## src/rtl/fir_pkg.sv

```systemverilog
// Shared FIR definitions: default sample width and the signed sample type.
// Latency: n/a (types and constants only).
// Backpressure: n/a.
package fir_pkg;

    // Default sample width, shared with the FIR top level
    localparam int DEFAULT_DATA_WIDTH = 24;

    // Signed two's-complement sample as produced by the FIR
    typedef logic signed [DEFAULT_DATA_WIDTH-1:0] sample_t;

endpackage

```

## src/rtl/fir_sync_fifo.sv

```systemverilog
// Generic single-clock first-word-fall-through FIFO with occupancy count.
// Latency: a word pushed at edge k is visible on rd_dat after edge k (no same-cycle bypass).
// Backpressure: caller must not push when full (unless popping) nor pop when empty.
//
// Ports: core_clk/arst_n clock and async active-low reset; push/wr_dat write side;
//        pop/rd_dat read side (rd_dat = head word); full, empty, count status.
module fir_sync_fifo #(
    parameter int DW    = 24,
    parameter int DEPTH = 16,
    localparam int AW   = $clog2(DEPTH)
) (
    input  logic          core_clk,
    input  logic          arst_n,
    input  logic          push,
    input  logic [DW-1:0] wr_dat,
    input  logic          pop,
    output logic [DW-1:0] rd_dat,
    output logic          full,
    output logic          empty,
    output logic [AW:0]   count
);

    localparam logic [AW:0] FULL_CNT = (AW+1)'(DEPTH);

    logic [DW-1:0] mem [DEPTH];
    logic [AW-1:0] wr_ptr;
    logic [AW-1:0] rd_ptr;

    // Storage carries no reset; only the bookkeeping below is reset.
    always_ff @(posedge core_clk) begin
        if (push) begin
            mem[wr_ptr] <= wr_dat;
        end
    end

    // Pointers are AW bits and wrap naturally because DEPTH is a power of two.
    always_ff @(posedge core_clk or negedge arst_n) begin
        if (!arst_n) begin
            wr_ptr <= '0;
            rd_ptr <= '0;
            count  <= '0;
        end else begin
            if (push) begin
                wr_ptr <= wr_ptr + 1'b1;
            end
            if (pop) begin
                rd_ptr <= rd_ptr + 1'b1;
            end
            case ({push, pop})
                2'b10:   count <= count + 1'b1;
                2'b01:   count <= count - 1'b1;
                default: count <= count;
            endcase
        end
    end

    assign rd_dat = mem[rd_ptr];
    assign full   = (count == FULL_CNT);
    assign empty  = (count == '0);

endmodule

```

## src/rtl/fir_decim_fifo.sv

```systemverilog
// FIR output stage: keep 1 of DECIM_FACTOR strobed samples, buffer in a FWFT FIFO, sticky overflow.
// Latency: a kept sample appears on o_dout/o_valid one cycle after the strobe edge.
// Backpressure: valid/ready to the sink; kept samples arriving while full are dropped and flagged.
//
// Ports: i_clk, i_rst (async, active-low); i_en/i_din sample strobe and data;
//        i_ready sink ready; i_clr_ovf clears the overflow flag;
//        o_dout/o_valid head sample; o_count occupancy; o_overflow sticky drop flag.
module fir_decim_fifo
    import fir_pkg::*;
#(
    parameter int DATA_WIDTH   = DEFAULT_DATA_WIDTH,
    parameter int DECIM_FACTOR = 4,
    parameter int FIFO_DEPTH   = 16,
    localparam int AW          = $clog2(FIFO_DEPTH)
) (
    input  logic                  i_clk,
    input  logic                  i_rst,
    input  logic                  i_en,
    input  logic [DATA_WIDTH-1:0] i_din,
    input  logic                  i_ready,
    input  logic                  i_clr_ovf,
    output logic [DATA_WIDTH-1:0] o_dout,
    output logic                  o_valid,
    output logic [AW:0]           o_count,
    output logic                  o_overflow
);

    // Phase counter needs at least one bit even when no decimation is applied.
    localparam int            PW         = (DECIM_FACTOR > 1) ? $clog2(DECIM_FACTOR) : 1;
    localparam logic [PW-1:0] PHASE_LAST = PW'(DECIM_FACTOR - 1);

    logic [PW-1:0]         phase;
    logic                  keep;
    logic                  push;
    logic                  pop;
    logic                  drop;
    logic                  fifo_full;
    logic                  fifo_empty;
    logic [DATA_WIDTH-1:0] fifo_dat;

    // Phase advances on every strobe, whether or not the kept sample fits.
    always_ff @(posedge i_clk or negedge i_rst) begin
        if (!i_rst) begin
            phase <= '0;
        end else if (i_en) begin
            phase <= (phase == PHASE_LAST) ? '0 : phase + 1'b1;
        end
    end

    assign keep = i_en && (phase == '0);
    assign pop  = o_valid && i_ready;
    // A pop in the same cycle frees the slot, so a full FIFO can still accept.
    assign push = keep && (!fifo_full || pop);
    assign drop = keep && fifo_full && !pop;

    // A drop in the same cycle as a clear keeps the flag set.
    always_ff @(posedge i_clk or negedge i_rst) begin
        if (!i_rst) begin
            o_overflow <= 1'b0;
        end else if (drop) begin
            o_overflow <= 1'b1;
        end else if (i_clr_ovf) begin
            o_overflow <= 1'b0;
        end
    end

    fir_sync_fifo #(
        .DW    (DATA_WIDTH),
        .DEPTH (FIFO_DEPTH)
    ) u_fifo (
        .core_clk (i_clk),
        .arst_n   (i_rst),
        .push     (push),
        .wr_dat   (i_din),
        .pop      (pop),
        .rd_dat   (fifo_dat),
        .full     (fifo_full),
        .empty    (fifo_empty),
        .count    (o_count)
    );

    // Memory is unreset, so the head word is masked to zero while empty.
    assign o_valid = !fifo_empty;
    assign o_dout  = o_valid ? fifo_dat : '0;

endmodule
```

## config.mk

```make
export PLATFORM = sky130hd
export DESIGN_NAME = fir_decim_fifo
export DESIGN_NICKNAME = d
export VERILOG_FILES = /design/src/rtl/fir_pkg.sv /design/src/rtl/fir_sync_fifo.sv /design/src/rtl/fir_decim_fifo.sv
export SDC_FILE = /design/constraint.sdc
export NUM_CORES = 1
export LEC_CHECK = 0
export CAP_MARGIN = 20
export CORE_ASPECT_RATIO = 1.4
export CORE_MARGIN = 2
export CORE_UTILIZATION = 45
export CTS_CLUSTER_SIZE = 10
export DETAILED_ROUTE_END_ITERATION = 10
export GPL_ROUTABILITY_DRIVEN = 0
export MAX_ROUTING_LAYER = met4
export SLEW_MARGIN = 40
export SYNTH_ARGS = -nofsm -noshare
export SYNTH_HDL_FRONTEND = slang
export SYNTH_SLANG_ARGS = --single-unit
```

## constraint.sdc

```tcl
create_clock -name i_clk -period 10.2 [get_ports i_clk]
set_input_delay 2.55 -clock i_clk [delete_from_list [all_inputs] [get_ports i_clk]]
set_output_delay 2.55 -clock i_clk [all_outputs]
set_load 0.01 [all_outputs]
```

==> impl_metrics.csv <==
group,metric,value,unit
die,start_util,45.7,%
route,drc,0,
clock_tree,post_cts_buffers,0,
sta,setup_viol,0,
logic_synthesis,synth_cells,733,
clock_tree,clockBufferDepth,3,
power,swShare,29.3,%
clock_tree,worstSkewPairLatency,0.55,ns
clock_tree,cts_buffers,46,
setup_path,reg2regPathDepth,7,
logic_synthesis,ys_seq_elements,400,
finish,layout-drive-gt1-share,23.5,%
route,totalWireLength,35.1,mm
global_route,antenna_found_initial,0,
clock_tree,cts_hold_buf,0,
power,comb_power_share,29.4,%
setup_path,crit_fanout,57,
setup_path,cp_cell_sequence,"buf_6 > mux4_2 > mux2i_1 > o311ai_1 > clkdlybuf4s50_1",
clock_tree,cts_tree,"built",
global_route,grt_pass1_vias,8083,
setup_path,critPathBufInv,2,
route,drtIter0Drc,785,
route,vias,7672,
clock_tree,post_cts_resized,0,
setup_path,end_kind,"output port",
logic_synthesis,yosysUniqueCellTypes,40,
sta,worst_pin_slew,0.878,ns
clock_tree,root_buffer,"clkbuf_16",
global_route,grt_pass1_wl,52.3,mm
logic_synthesis,synth_fp_nets,770,
sta,worst_hold_slack,0.499,ns
sta,period_needed,6.08,ns
global_route,grt_max_degree,58,
finish,area_growth,15.9,%
route,routedWlPerCell,27.2,um
die,num_rows,80,
power,seqPwrFrac,41.5,%
clock_tree,clkTransAtPathRegs,0.05,ns
power,p_switching,1.44,mW
setup_path,cp_data_arrival_time,3.53,ns
power,p_int,3.47,mW
sta,fin_crit_sh,59.6,%
sta,drv_slew,0,
run,drv_cap,0,
sta,max_slew_margin,41.4,%
finish,finalNetCount,859,
setup_path,crit_family,"buffers and inverters",
placed_design,dp_hpwl,19.6,mm
worst_hold_path,min_path_type,"flop to flop",
global_route,grt_overflow,0,
clock_tree,htreeDepth,2,
sta,finClkSkew,0.0200,ns
setup_path,required,7.65,ns
setup_path,startpoint_type,"flop",
power,powerDensity,272,nW/um^2
route,vias_per_cell,5.94,
sta,grt_setup_unrepaired,"no",
setup_path,path_depth,5,
finish,final_cell_mix,"edfxtp_1 (384), mux4_2 (94), clkdlybuf4s50_1 (58)",
setup_path,path_class,"flop to output port",
placed_design,io_buffers,59,
run_status,outcome,"finished clean",
setup_path,cpPeakStageDelay,0.84,ns
global_route,grt_use_total,20.4,%
logic_synthesis,syn_area_per_cell,21.3,um^2
sta,clock.fmax,0.165,GHz
logic_synthesis,syn_area,15600,um^2
setup_path,slowest_stage,"dfrtp_4",
power,p_leak,5.73,nW
route,dr.pass1.iters,5,
logic_synthesis,seq_area_frac_synth,76.5,%
die,design.core.area,34100,um^2
route,ant_nets,0,
finish,diodes,0,
sta,fin_setup_tns,0,ns
die,die_width,161,um
logic_synthesis,ys_warn_count,0,
die,die_area,36200,um^2
power,ir_drop,151,uV
sta,finalHoldViolations,0,
die,pin_count,60,
finish,final_common_cell,"edfxtp_1",
die,die_h,224,um
power,clkPwrFrac,29.2,%
worst_hold_path,min_path_cells,2,
clock_tree,cts.sinks,400,
## tightest hold or removal path, delay by kind of cell (launching register included)
family	cells	cell delay (ns)
compound gates	1	0.06
simple gates	1	0.06
flops	1	0.34
## routing by layer
| metal | share of wire (%) | track usage (%) |
|---|---|---|
| met1 | 41 | 26.2 |
| met2 | 52 | 34.5 |
| met3 | 5.0 | 2.91 |
| met4 | 2.2 | 5.82 |
| met5 | 0 | - |
## power by group through the flow
stage          registers (mW)  clock network, mW  logic, mW
3_5_place_dp             2.07                  0       1.46
2_1_floorplan            1.98                  0      0.988
5_1_grt                  2.05               1.52       1.54
3_3_place_gp             2.06                  0       1.44
4_1_cts                  2.04               1.46       1.47
6_report                 2.04               1.43       1.44
## cells by family after synthesis
family,count (synthesis),synth area share [%]
compound gates,37,1.89
flops,400,76.5
simple gates,97,3.15
mux,125,15.6
buf+inv,55,1.66
xor+xnor,11,0.617
fa+ha+maj,8,0.642
## final timing paths
path	start	endpoint	slack [ns]
min in group asynchronous	i_rst	o_overflow$_DFFE_PN0P_	1.91
max in group asynchronous	i_rst	u_fifo.rd_ptr[1]$_DFFE_PN0P_	7.96
min reg2reg	o_overflow$_DFFE_PN0P_	o_overflow$_DFFE_PN0P_	0.50
max	u_fifo.rd_ptr[3]$_DFFE_PN0P_	o_dout[3]	4.12
min	o_overflow$_DFFE_PN0P_	o_overflow$_DFFE_PN0P_	0.50
max reg2reg	phase[0]$_DFFE_PN0P_	u_fifo.mem[4][1]$_DFFE_PP_	6.83
## synthesized netlist by cell type
cell | number | area share [%]
o22ai_1 | 1 | 0.040
nor4_1 | 2 | 0.080
buf_2 | 15 | 0.48
xnor2_1 | 10 | 0.56
o21ai_0 | 3 | 0.096
o311ai_1 | 19 | 1.1
a31oi_1 | 2 | 0.080
buf_4 | 3 | 0.14
nand4_1 | 2 | 0.080
o311ai_0 | 4 | 0.22
nand2b_1 | 3 | 0.12
o21ai_1 | 1 | 0.032
a221oi_1 | 1 | 0.056
edfxtp_1 | 384 | 74
a21oi_1 | 1 | 0.032
a32oi_1 | 2 | 0.11
nor3_1 | 5 | 0.16
and2_1 | 1 | 0.040
mux2_2 | 1 | 0.072
nand3_1 | 48 | 1.5
inv_1 | 8 | 0.19
clkbuf_1 | 16 | 0.38
xor2_1 | 1 | 0.056
a211oi_1 | 2 | 0.096
buf_1 | 9 | 0.22
nor2b_1 | 2 | 0.080
mux2i_1 | 30 | 1.9
nor2_4 | 1 | 0.072
buf_6 | 3 | 0.22
nor2_1 | 16 | 0.38
mux4_2 | 94 | 14
inv_2 | 1 | 0.024
ha_1 | 8 | 0.64
o41ai_1 | 1 | 0.056
nand2_1 | 11 | 0.26
nand4b_1 | 2 | 0.11
dfrtp_1 | 16 | 2.6
or4_4 | 1 | 0.072
nor3b_1 | 1 | 0.048
nand3b_1 | 2 | 0.096
## sequential cells by signal (all words and copies together) (netlist names)
register / cells
o_overflow: 1
phase: 2
u_fifo.count: 5
u_fifo.mem: 384
u_fifo.rd_ptr: 4
u_fifo.wr_ptr: 4
## area by class of cell
cell class	count	area, um^2
well taps	451	564
fillers	2624	16100
flip-flops and latches	400	11900
repair buffers	87	803
multi-input cells	278	3470
clock buffers	64	1250
clock inverters	2	17.5
inverters	9	36.3
## per-stage QoR
stage | util, % | std cells | power [mW] | worst slack (ns) | instance area, um^2
5_1_grt | 53.0 | 1291 | 5.11 | 3.89 | 18100
2_1_floorplan | - | 733 | 2.96 | 4.62 | 15600
6_report | 53.0 | 1291 | 4.91 | 4.12 | 18100
4_1_cts | 53.0 | 1291 | 4.96 | 3.84 | 18100
3_3_place_gp | 49.2 | 1225 | 3.50 | 4.49 | 16800
3_5_place_dp | 49.3 | 1225 | 3.53 | 4.35 | 16800
(Power assumes the default switching activity.)
